### src/rtl/mcdt_rx_demux_if.sv
// mcdt_rx_demux_if
// Bundles the merged mcdt input stream, the three per-channel show-ahead
// drain ports and the sticky error reporting of the receive demultiplexer.
//
// Signals:
//   mcdt_data_i/mcdt_val_i/mcdt_id_i  merged stream word, valid and target channel (3 illegal)
//   chN_data_o/chN_valid_o            head-of-FIFO word and non-empty flag, N = 0..2
//   chN_ready_i                       consumer accepts the head word
//   chN_level_o                       FIFO occupancy 0..FIFO_DEPTH
//   ovf_o/bad_id_o/drop_cnt_o         sticky overflow per channel, sticky bad id, drop counter
//   clr_err_i                         synchronous clear of the error reporting
//
// Modports:
//   slave   the demultiplexer itself (receives the stream, serves the channels)
//   master  the environment (drives the stream, consumes the channels)
interface mcdt_rx_demux_if #(
    parameter int DATA_W = 32,
    parameter int CNT_W  = 5
);
    logic [DATA_W-1:0] mcdt_data_i;
    logic              mcdt_val_i;
    logic [1:0]        mcdt_id_i;

    logic [DATA_W-1:0] ch0_data_o;
    logic [DATA_W-1:0] ch1_data_o;
    logic [DATA_W-1:0] ch2_data_o;
    logic              ch0_valid_o;
    logic              ch1_valid_o;
    logic              ch2_valid_o;
    logic              ch0_ready_i;
    logic              ch1_ready_i;
    logic              ch2_ready_i;
    logic [CNT_W-1:0]  ch0_level_o;
    logic [CNT_W-1:0]  ch1_level_o;
    logic [CNT_W-1:0]  ch2_level_o;

    logic [2:0]        ovf_o;
    logic              bad_id_o;
    logic [7:0]        drop_cnt_o;
    logic              clr_err_i;

    modport slave (
        input  mcdt_data_i, mcdt_val_i, mcdt_id_i,
        input  ch0_ready_i, ch1_ready_i, ch2_ready_i,
        input  clr_err_i,
        output ch0_data_o, ch1_data_o, ch2_data_o,
        output ch0_valid_o, ch1_valid_o, ch2_valid_o,
        output ch0_level_o, ch1_level_o, ch2_level_o,
        output ovf_o, bad_id_o, drop_cnt_o
    );

    modport master (
        output mcdt_data_i, mcdt_val_i, mcdt_id_i,
        output ch0_ready_i, ch1_ready_i, ch2_ready_i,
        output clr_err_i,
        input  ch0_data_o, ch1_data_o, ch2_data_o,
        input  ch0_valid_o, ch1_valid_o, ch2_valid_o,
        input  ch0_level_o, ch1_level_o, ch2_level_o,
        input  ovf_o, bad_id_o, drop_cnt_o
    );
endinterface

### src/rtl/mcdt_rx_demux.sv
// mcdt_rx_demux
// Receive-side counterpart of the mcdt arbiter: splits the merged mcdt stream
// back into three independent show-ahead FIFOs, one per channel. The stream
// has no backpressure, so words for a full FIFO or with the illegal id 3 are
// dropped and reported through sticky flags and a saturating drop counter.
//
// Ports:
//   clk_i   sole clock, all state on the rising edge
//   rst_i   asynchronous active-high reset, empties every FIFO and clears errors
//   bus     mcdt_rx_demux_if.slave: merged stream in, three drain ports out,
//           per-channel levels, ovf_o/bad_id_o/drop_cnt_o and clr_err_i
module mcdt_rx_demux #(
    parameter int DATA_W     = 32,
    parameter int FIFO_DEPTH = 16,
    parameter int CNT_W      = $clog2(FIFO_DEPTH) + 1
) (
    input  logic               clk_i,
    input  logic               rst_i,
    mcdt_rx_demux_if.slave     bus
);
    localparam int PTR_W = $clog2(FIFO_DEPTH);
    localparam int NCH   = 3;

    logic [DATA_W-1:0] mem      [NCH][FIFO_DEPTH];
    logic [PTR_W-1:0]  rd_ptr   [NCH];
    logic [PTR_W-1:0]  wr_ptr   [NCH];
    logic [CNT_W-1:0]  level    [NCH];
    logic [DATA_W-1:0] head_data[NCH];

    logic [NCH-1:0] ready_vec;
    logic [NCH-1:0] valid_vec;
    logic [NCH-1:0] full_vec;
    logic [NCH-1:0] push;
    logic [NCH-1:0] pop;
    logic [NCH-1:0] ovf_evt;
    logic           bad_evt;
    logic           drop_evt;

    logic [NCH-1:0] ovf_q;
    logic           bad_id_q;
    logic [7:0]     drop_cnt_q;

    assign ready_vec = {bus.ch2_ready_i, bus.ch1_ready_i, bus.ch0_ready_i};

    // Per-channel handshake decode. Fullness is judged on the level before
    // this edge, so a push into a full FIFO is dropped even when a pop frees
    // a slot on the same edge. The head word is forced to zero when empty.
    always_comb begin
        valid_vec = '0;
        full_vec  = '0;
        push      = '0;
        pop       = '0;
        ovf_evt   = '0;
        for (int c = 0; c < NCH; c++) begin
            head_data[c] = '0;
            valid_vec[c] = (level[c] != '0);
            full_vec[c]  = (level[c] == CNT_W'(FIFO_DEPTH));
            if (bus.mcdt_val_i && (bus.mcdt_id_i == 2'(c))) begin
                push[c]    = !full_vec[c];
                ovf_evt[c] = full_vec[c];
            end
            pop[c] = valid_vec[c] && ready_vec[c];
            if (valid_vec[c]) begin
                head_data[c] = mem[c][rd_ptr[c]];
            end
        end
        bad_evt  = bus.mcdt_val_i && (bus.mcdt_id_i == 2'd3);
        drop_evt = bad_evt || (|ovf_evt);
    end

    // Pointers wrap naturally because the depth is a power of two; the level
    // is kept separately so that full and empty stay distinguishable.
    always_ff @(posedge clk_i or posedge rst_i) begin
        if (rst_i) begin
            for (int c = 0; c < NCH; c++) begin
                rd_ptr[c] <= '0;
                wr_ptr[c] <= '0;
                level[c]  <= '0;
            end
        end else begin
            for (int c = 0; c < NCH; c++) begin
                if (push[c]) begin
                    wr_ptr[c] <= wr_ptr[c] + 1'b1;
                end
                if (pop[c]) begin
                    rd_ptr[c] <= rd_ptr[c] + 1'b1;
                end
                level[c] <= level[c] + CNT_W'(push[c]) - CNT_W'(pop[c]);
            end
        end
    end

    // Storage needs no reset: reset empties the FIFOs through the level and
    // pointers, which makes any stale contents unreachable.
    always_ff @(posedge clk_i) begin
        for (int c = 0; c < NCH; c++) begin
            if (push[c]) begin
                mem[c][wr_ptr[c]] <= bus.mcdt_data_i;
            end
        end
    end

    // Sticky error reporting. A clear on the same edge as a new error still
    // records that error, so the clear branch loads the current events.
    always_ff @(posedge clk_i or posedge rst_i) begin
        if (rst_i) begin
            ovf_q      <= '0;
            bad_id_q   <= 1'b0;
            drop_cnt_q <= '0;
        end else if (bus.clr_err_i) begin
            ovf_q      <= ovf_evt;
            bad_id_q   <= bad_evt;
            drop_cnt_q <= drop_evt ? 8'd1 : 8'd0;
        end else begin
            ovf_q    <= ovf_q | ovf_evt;
            bad_id_q <= bad_id_q | bad_evt;
            if (drop_evt && (drop_cnt_q != 8'hFF)) begin
                drop_cnt_q <= drop_cnt_q + 8'd1;
            end
        end
    end

    assign bus.ch0_data_o  = head_data[0];
    assign bus.ch1_data_o  = head_data[1];
    assign bus.ch2_data_o  = head_data[2];
    assign bus.ch0_valid_o = valid_vec[0];
    assign bus.ch1_valid_o = valid_vec[1];
    assign bus.ch2_valid_o = valid_vec[2];
    assign bus.ch0_level_o = level[0];
    assign bus.ch1_level_o = level[1];
    assign bus.ch2_level_o = level[2];
    assign bus.ovf_o       = ovf_q;
    assign bus.bad_id_o    = bad_id_q;
    assign bus.drop_cnt_o  = drop_cnt_q;

endmodule

### src/flat_wrapper.sv
// flat-port wrapper written by rule: the top's interface ports become plain ports
module mcdt_rx_demux_flat 
#(
    parameter int DATA_W     = 32,
    parameter int FIFO_DEPTH = 16,
    parameter int CNT_W      = $clog2(FIFO_DEPTH) + 1
)
  (clk_i, rst_i, bus_mcdt_data_i, bus_mcdt_val_i, bus_mcdt_id_i, bus_ch0_ready_i, bus_ch1_ready_i, bus_ch2_ready_i, bus_clr_err_i, bus_ch0_data_o, bus_ch1_data_o, bus_ch2_data_o, bus_ch0_valid_o, bus_ch1_valid_o, bus_ch2_valid_o, bus_ch0_level_o, bus_ch1_level_o, bus_ch2_level_o, bus_ovf_o, bus_bad_id_o, bus_drop_cnt_o);
  mcdt_rx_demux_if #(.DATA_W(DATA_W), .CNT_W(CNT_W)) bus_i ();
  input  logic clk_i;
  input  logic rst_i;
  input wire logic [$bits(bus_i.mcdt_data_i)-1:0] bus_mcdt_data_i;
  input wire logic [$bits(bus_i.mcdt_val_i)-1:0] bus_mcdt_val_i;
  input wire logic [$bits(bus_i.mcdt_id_i)-1:0] bus_mcdt_id_i;
  input wire logic [$bits(bus_i.ch0_ready_i)-1:0] bus_ch0_ready_i;
  input wire logic [$bits(bus_i.ch1_ready_i)-1:0] bus_ch1_ready_i;
  input wire logic [$bits(bus_i.ch2_ready_i)-1:0] bus_ch2_ready_i;
  input wire logic [$bits(bus_i.clr_err_i)-1:0] bus_clr_err_i;
  output wire logic [$bits(bus_i.ch0_data_o)-1:0] bus_ch0_data_o;
  output wire logic [$bits(bus_i.ch1_data_o)-1:0] bus_ch1_data_o;
  output wire logic [$bits(bus_i.ch2_data_o)-1:0] bus_ch2_data_o;
  output wire logic [$bits(bus_i.ch0_valid_o)-1:0] bus_ch0_valid_o;
  output wire logic [$bits(bus_i.ch1_valid_o)-1:0] bus_ch1_valid_o;
  output wire logic [$bits(bus_i.ch2_valid_o)-1:0] bus_ch2_valid_o;
  output wire logic [$bits(bus_i.ch0_level_o)-1:0] bus_ch0_level_o;
  output wire logic [$bits(bus_i.ch1_level_o)-1:0] bus_ch1_level_o;
  output wire logic [$bits(bus_i.ch2_level_o)-1:0] bus_ch2_level_o;
  output wire logic [$bits(bus_i.ovf_o)-1:0] bus_ovf_o;
  output wire logic [$bits(bus_i.bad_id_o)-1:0] bus_bad_id_o;
  output wire logic [$bits(bus_i.drop_cnt_o)-1:0] bus_drop_cnt_o;
  assign bus_i.mcdt_data_i = bus_mcdt_data_i;
  assign bus_i.mcdt_val_i = bus_mcdt_val_i;
  assign bus_i.mcdt_id_i = bus_mcdt_id_i;
  assign bus_i.ch0_ready_i = bus_ch0_ready_i;
  assign bus_i.ch1_ready_i = bus_ch1_ready_i;
  assign bus_i.ch2_ready_i = bus_ch2_ready_i;
  assign bus_i.clr_err_i = bus_clr_err_i;
  assign bus_ch0_data_o = bus_i.ch0_data_o;
  assign bus_ch1_data_o = bus_i.ch1_data_o;
  assign bus_ch2_data_o = bus_i.ch2_data_o;
  assign bus_ch0_valid_o = bus_i.ch0_valid_o;
  assign bus_ch1_valid_o = bus_i.ch1_valid_o;
  assign bus_ch2_valid_o = bus_i.ch2_valid_o;
  assign bus_ch0_level_o = bus_i.ch0_level_o;
  assign bus_ch1_level_o = bus_i.ch1_level_o;
  assign bus_ch2_level_o = bus_i.ch2_level_o;
  assign bus_ovf_o = bus_i.ovf_o;
  assign bus_bad_id_o = bus_i.bad_id_o;
  assign bus_drop_cnt_o = bus_i.drop_cnt_o;
  mcdt_rx_demux #(.DATA_W(DATA_W), .FIFO_DEPTH(FIFO_DEPTH), .CNT_W(CNT_W)) u_core (.clk_i(clk_i), .rst_i(rst_i), .bus(bus_i));
endmodule
### config.mk
export PLATFORM = sky130hd
export DESIGN_NAME = mcdt_rx_demux_flat
export DESIGN_NICKNAME = d
export VERILOG_FILES = /design/src/rtl/mcdt_rx_demux_if.sv /design/src/rtl/mcdt_rx_demux.sv /design/src/flat_wrapper.sv
export SDC_FILE = /design/constraint.sdc
export NUM_CORES = 1
export LEC_CHECK = 0
export CORE_MARGIN = 3
export CORE_UTILIZATION = 57
export DETAILED_ROUTE_END_ITERATION = 10
export PLACE_DENSITY = 0.83
export SYNTH_ARGS = -nofsm -noshare
export SYNTH_HDL_FRONTEND = slang
export SYNTH_SLANG_ARGS = --single-unit
export TNS_END_PERCENT = 30
### constraint.sdc
create_clock -name clk_i -period 4.88 [get_ports clk_i]
set_clock_uncertainty 0.05 [all_clocks]
set_input_delay 0.488 -clock clk_i [delete_from_list [all_inputs] [get_ports clk_i]]
set_output_delay 0.488 -clock clk_i [all_outputs]
set_load 0.02 [all_outputs]
==> flow_metrics.py <==
metrics = {
    "yosys": {
        "postSynth.asyncResetShare": 0.0321,
        "synth_cell_types": 43,
        "synth_area_um2": 61100,
        "synth-main-ff-cell": "edfxtp_1",
        "syn_nets": 2746,
        "syn_inst": 2668,
        "synth_edf_count": 1536,
        "yosysWarnings": 0,
        "avgSynthCellArea_um2": 22.9,
        "synth_seq_cells": 1587,
        "ys_seq_area_frac": 0.776,
    },
    "pwr": {
        "power.total_uw": 41600,
        "vdd_ir_drop_max_mv": 0.640,
        "power_density_nw_per_um2": 597,
        "power.leakage_uw": 0.0224,
    },
    "critical_path": {
        "cp.required_ns": 4.34,
        "reg2reg_to": "u_core.mem[0][913]$_DFFE_PP_",
        "cp-end-kind": "output port",
        "path_class": "register to output port",
        "reg2reg_depth": 6,
        "path_max_fanout": 21,
        "cp.arrival_ns": 3.89,
        "start_kind": "register",
        "r2r_slack_ns": 0.98,
        "regToRegStartpoint": "u_core.bus.ch1_level_o[2]$_DFF_PP0_",
    },
    "timing": {
        "period_needed_ns": 4.42,
        "final-setup-viol-count": 0,
        "whs_ns": 0.174,
        "max_freq_ghz": 0.226,
        "relSlewSlack": 0.133,
        "rsz0062_at_grt": "false",
        "tns_ns": 0,
        "period_share": 0.906,
        "hold_violations": 0,
        "maxSlewViolCount": 0,
        "max_slew.worst_pin.slew_ns": 1.30,
    },
    "hold_path": {
        "hp-class": "input port to asynchronous set/reset pin",
    },
    "grt": {
        "track_usage": 0.281,
        "grt_overflow": 0,
        "grt_max_degree": 62,
        "grt_pass1_wl_mm": 224,
        "grt_pass1_vias": 31200,
        "antenna_found_initial": 3,
    },
    "floorplanning": {
        "core_area_um2": 106000,
        "die_height_um": 333,
        "dieArea_um2": 111000,
        "start_util": 0.577,
        "die_w_um": 333,
        "boundaryPins": 167,
        "row_count": 119,
    },
    "drt": {
        "ant_nets": 0,
        "wl_mm": 154,
        "routed_via_density": 6.84,
        "dr.pass1.iters": 5,
        "drt_iter0_markers": 3989,
        "route.detailed.drc": 0,
        "vias": 30200,
        "wl_per_cell_um": 34.8,
    },
    "finish": {
        "syn_to_final_growth_pct": 13.9,
        "layout.nets": 2981,
        "instances_no_fill": 4418,
        "drive_above_1_share": 0.242,
        "final_util": 0.657,
    },
    "clock_network": {
        "path_clk_slew_ns": 0.06,
        "cts_inserted_buffers": 150,
        "post-cts-setup-buffer-count": 0,
        "insertion_delay_ns": 0.75,
        "clockBufferDepth": 3,
        "ctsHoldBuffers": 0,
        "htree_levels": 4,
        "cts.sinks": 1587,
        "cts_root_buf": "clkbuf_16",
        "post_cts_resized": 0,
        "cts_tree": "done",
    },
    "run_status": {
        "status": "completed",
    },
    "place": {
        "routabilityCongestion": 0.798,
        "dp.cells": 4142,
        "hpwl_mm": 77.3,
        "port_buffers": 166,
    },
    "job": {
        "maxCapViolCount": 0,
    },
}
## layout make-up
cell class                      instances  area (um^2)
Sequential cell                      1587        47400
Fill cell                            6141        36300
Multi-Input combinational cell        911        13100
Clock buffer                          190         4060
Timing Repair Buffer                  217         2110
Tap cell                             1391         1740
Clock inverter                         85         1030
Inverter                               36          135
Antenna cell                            1         2.50
## cells in the mapped netlist, types with 19 or more instances
master / count / area share
edfxtp_1: 1536 / 0.75
mux4_2: 384 / 0.14
mux2i_1: 193 / 0.032
o22ai_1: 99 / 0.010
clkbuf_1: 68 / 0.0042
dfrtp_1: 51 / 0.021
inv_1: 36 / 0.0022
and2_1: 35 / 0.0036
ha_1: 34 / 0.0070
nor2_1: 31 / 0.0019
buf_4: 30 / 0.0037
xnor2_1: 24 / 0.0034
nand2_1: 21 / 0.0013
buf_2: 19 / 0.0016
## layout by cell type, fill, tap and decap left out, types with 16 or more instances in the layout
cell,synthesis,layout
buf_4,30,37
clkdlybuf4s50_1,0,145
edfxtp_1,1536,1536
xnor2_1,24,24
o22ai_1,99,99
inv_1,36,35
clkinv_1,0,30
mux4_2,384,384
and2_2,0,32
bufinv_16,0,22
clkbuf_16,0,155
clkinv_2,0,16
clkbuf_1,68,30
ha_1,34,34
nand2_1,21,21
mux2i_1,193,193
dfrtp_1,51,42
nor2_1,31,19
buf_2,19,21
## how the worst max path moves through the flow
stage | startpoint | end | slack [ns] | cells past startpoint
final | u_core.bus.ch1_level_o[2]$_DFF_PP0_ | bus_ch1_data_o[3] | 0.46 | 7
after CTS | u_core.rd_ptr[0]$_DFFE_PP0P_ | bus_ch2_data_o[14] | 0.43 | 5
after floorplan | u_core.bus.ch0_level_o[2]$_DFF_PP0_ | u_core.mem[0][384]$_DFFE_PP_ | 0.72 | 6
after detailed placement | bus_mcdt_id_i[0] | u_core.mem[0][928]$_DFFE_PP_ | 1.11 | 5
after global placement | bus_mcdt_id_i[0] | u_core.mem[0][1007]$_DFFE_PP_ | 1.32 | 5
after global routing | u_core.rd_ptr[0]$_DFFE_PP0P_ | bus_ch2_data_o[6] | 0.34 | 5
## flip-flops by register name (all words and copies together), names as in the netlist
name and cells:
u_core.bus.ch1_level_o 5, u_core.bus.ovf_o 3, u_core.bus.drop_cnt_o 8, u_core.bus.ch2_level_o 5, u_core.bus.bad_id_o 1, u_core.rd_ptr 12
u_core.mem 1536, u_core.wr_ptr 12, u_core.bus.ch0_level_o 5
## worst max-delay path: stages (launching register included)
cell and delay (ns):
dfrtp_1 0.37, inv_1 0.08, ha_1 0.23, nand3_1 0.23, nand2b_1 0.72, buf_4 0.48
o22ai_1 0.34, clkdlybuf4s50_1 0.68
## per-layer routing
| layer | global-route usage | part of all wire | routed length, um | vias up |
|---|---|---|---|---|
| met1 | 0.370 | 0.35 | 53800 | 15900 |
| li1 | - | - | - | 11700 |
| met4 | 0.108 | 0.039 | 5970 | 0 |
| met2 | 0.472 | 0.51 | 79000 | 2234 |
| met5 | 0 | 0 | 0 | - |
| met3 | 0.0524 | 0.097 | 14900 | 391 |
## per-stage QoR
stage                     setup slack [ns]  cell area, um^2
after global placement                1.32            64500
after CTS                            0.426            69600
final                                0.457            69600
after detailed placement              1.11            64500
after global routing                 0.337            69600
after floorplan                      0.723            61100
## cell families after synthesis
family	share of synthesized area
fa+ha+maj	0.00795
compound gates	0.0122
flops	0.776
buf+inv	0.0127
xor+xnor	0.00444
simple gates	0.0126
mux	0.174
## power by group
| group | switching (uW) | total, uW | internal (uW) |
|---|---|---|---|
| clock | 5120 | 12200 | 7080 |
| sequential | 1080 | 16500 | 15500 |
| combinational | 6920 | 12800 | 5920 |
| total | 13100 | 41600 | 28500 |
Power figures use the tool's default switching activity.
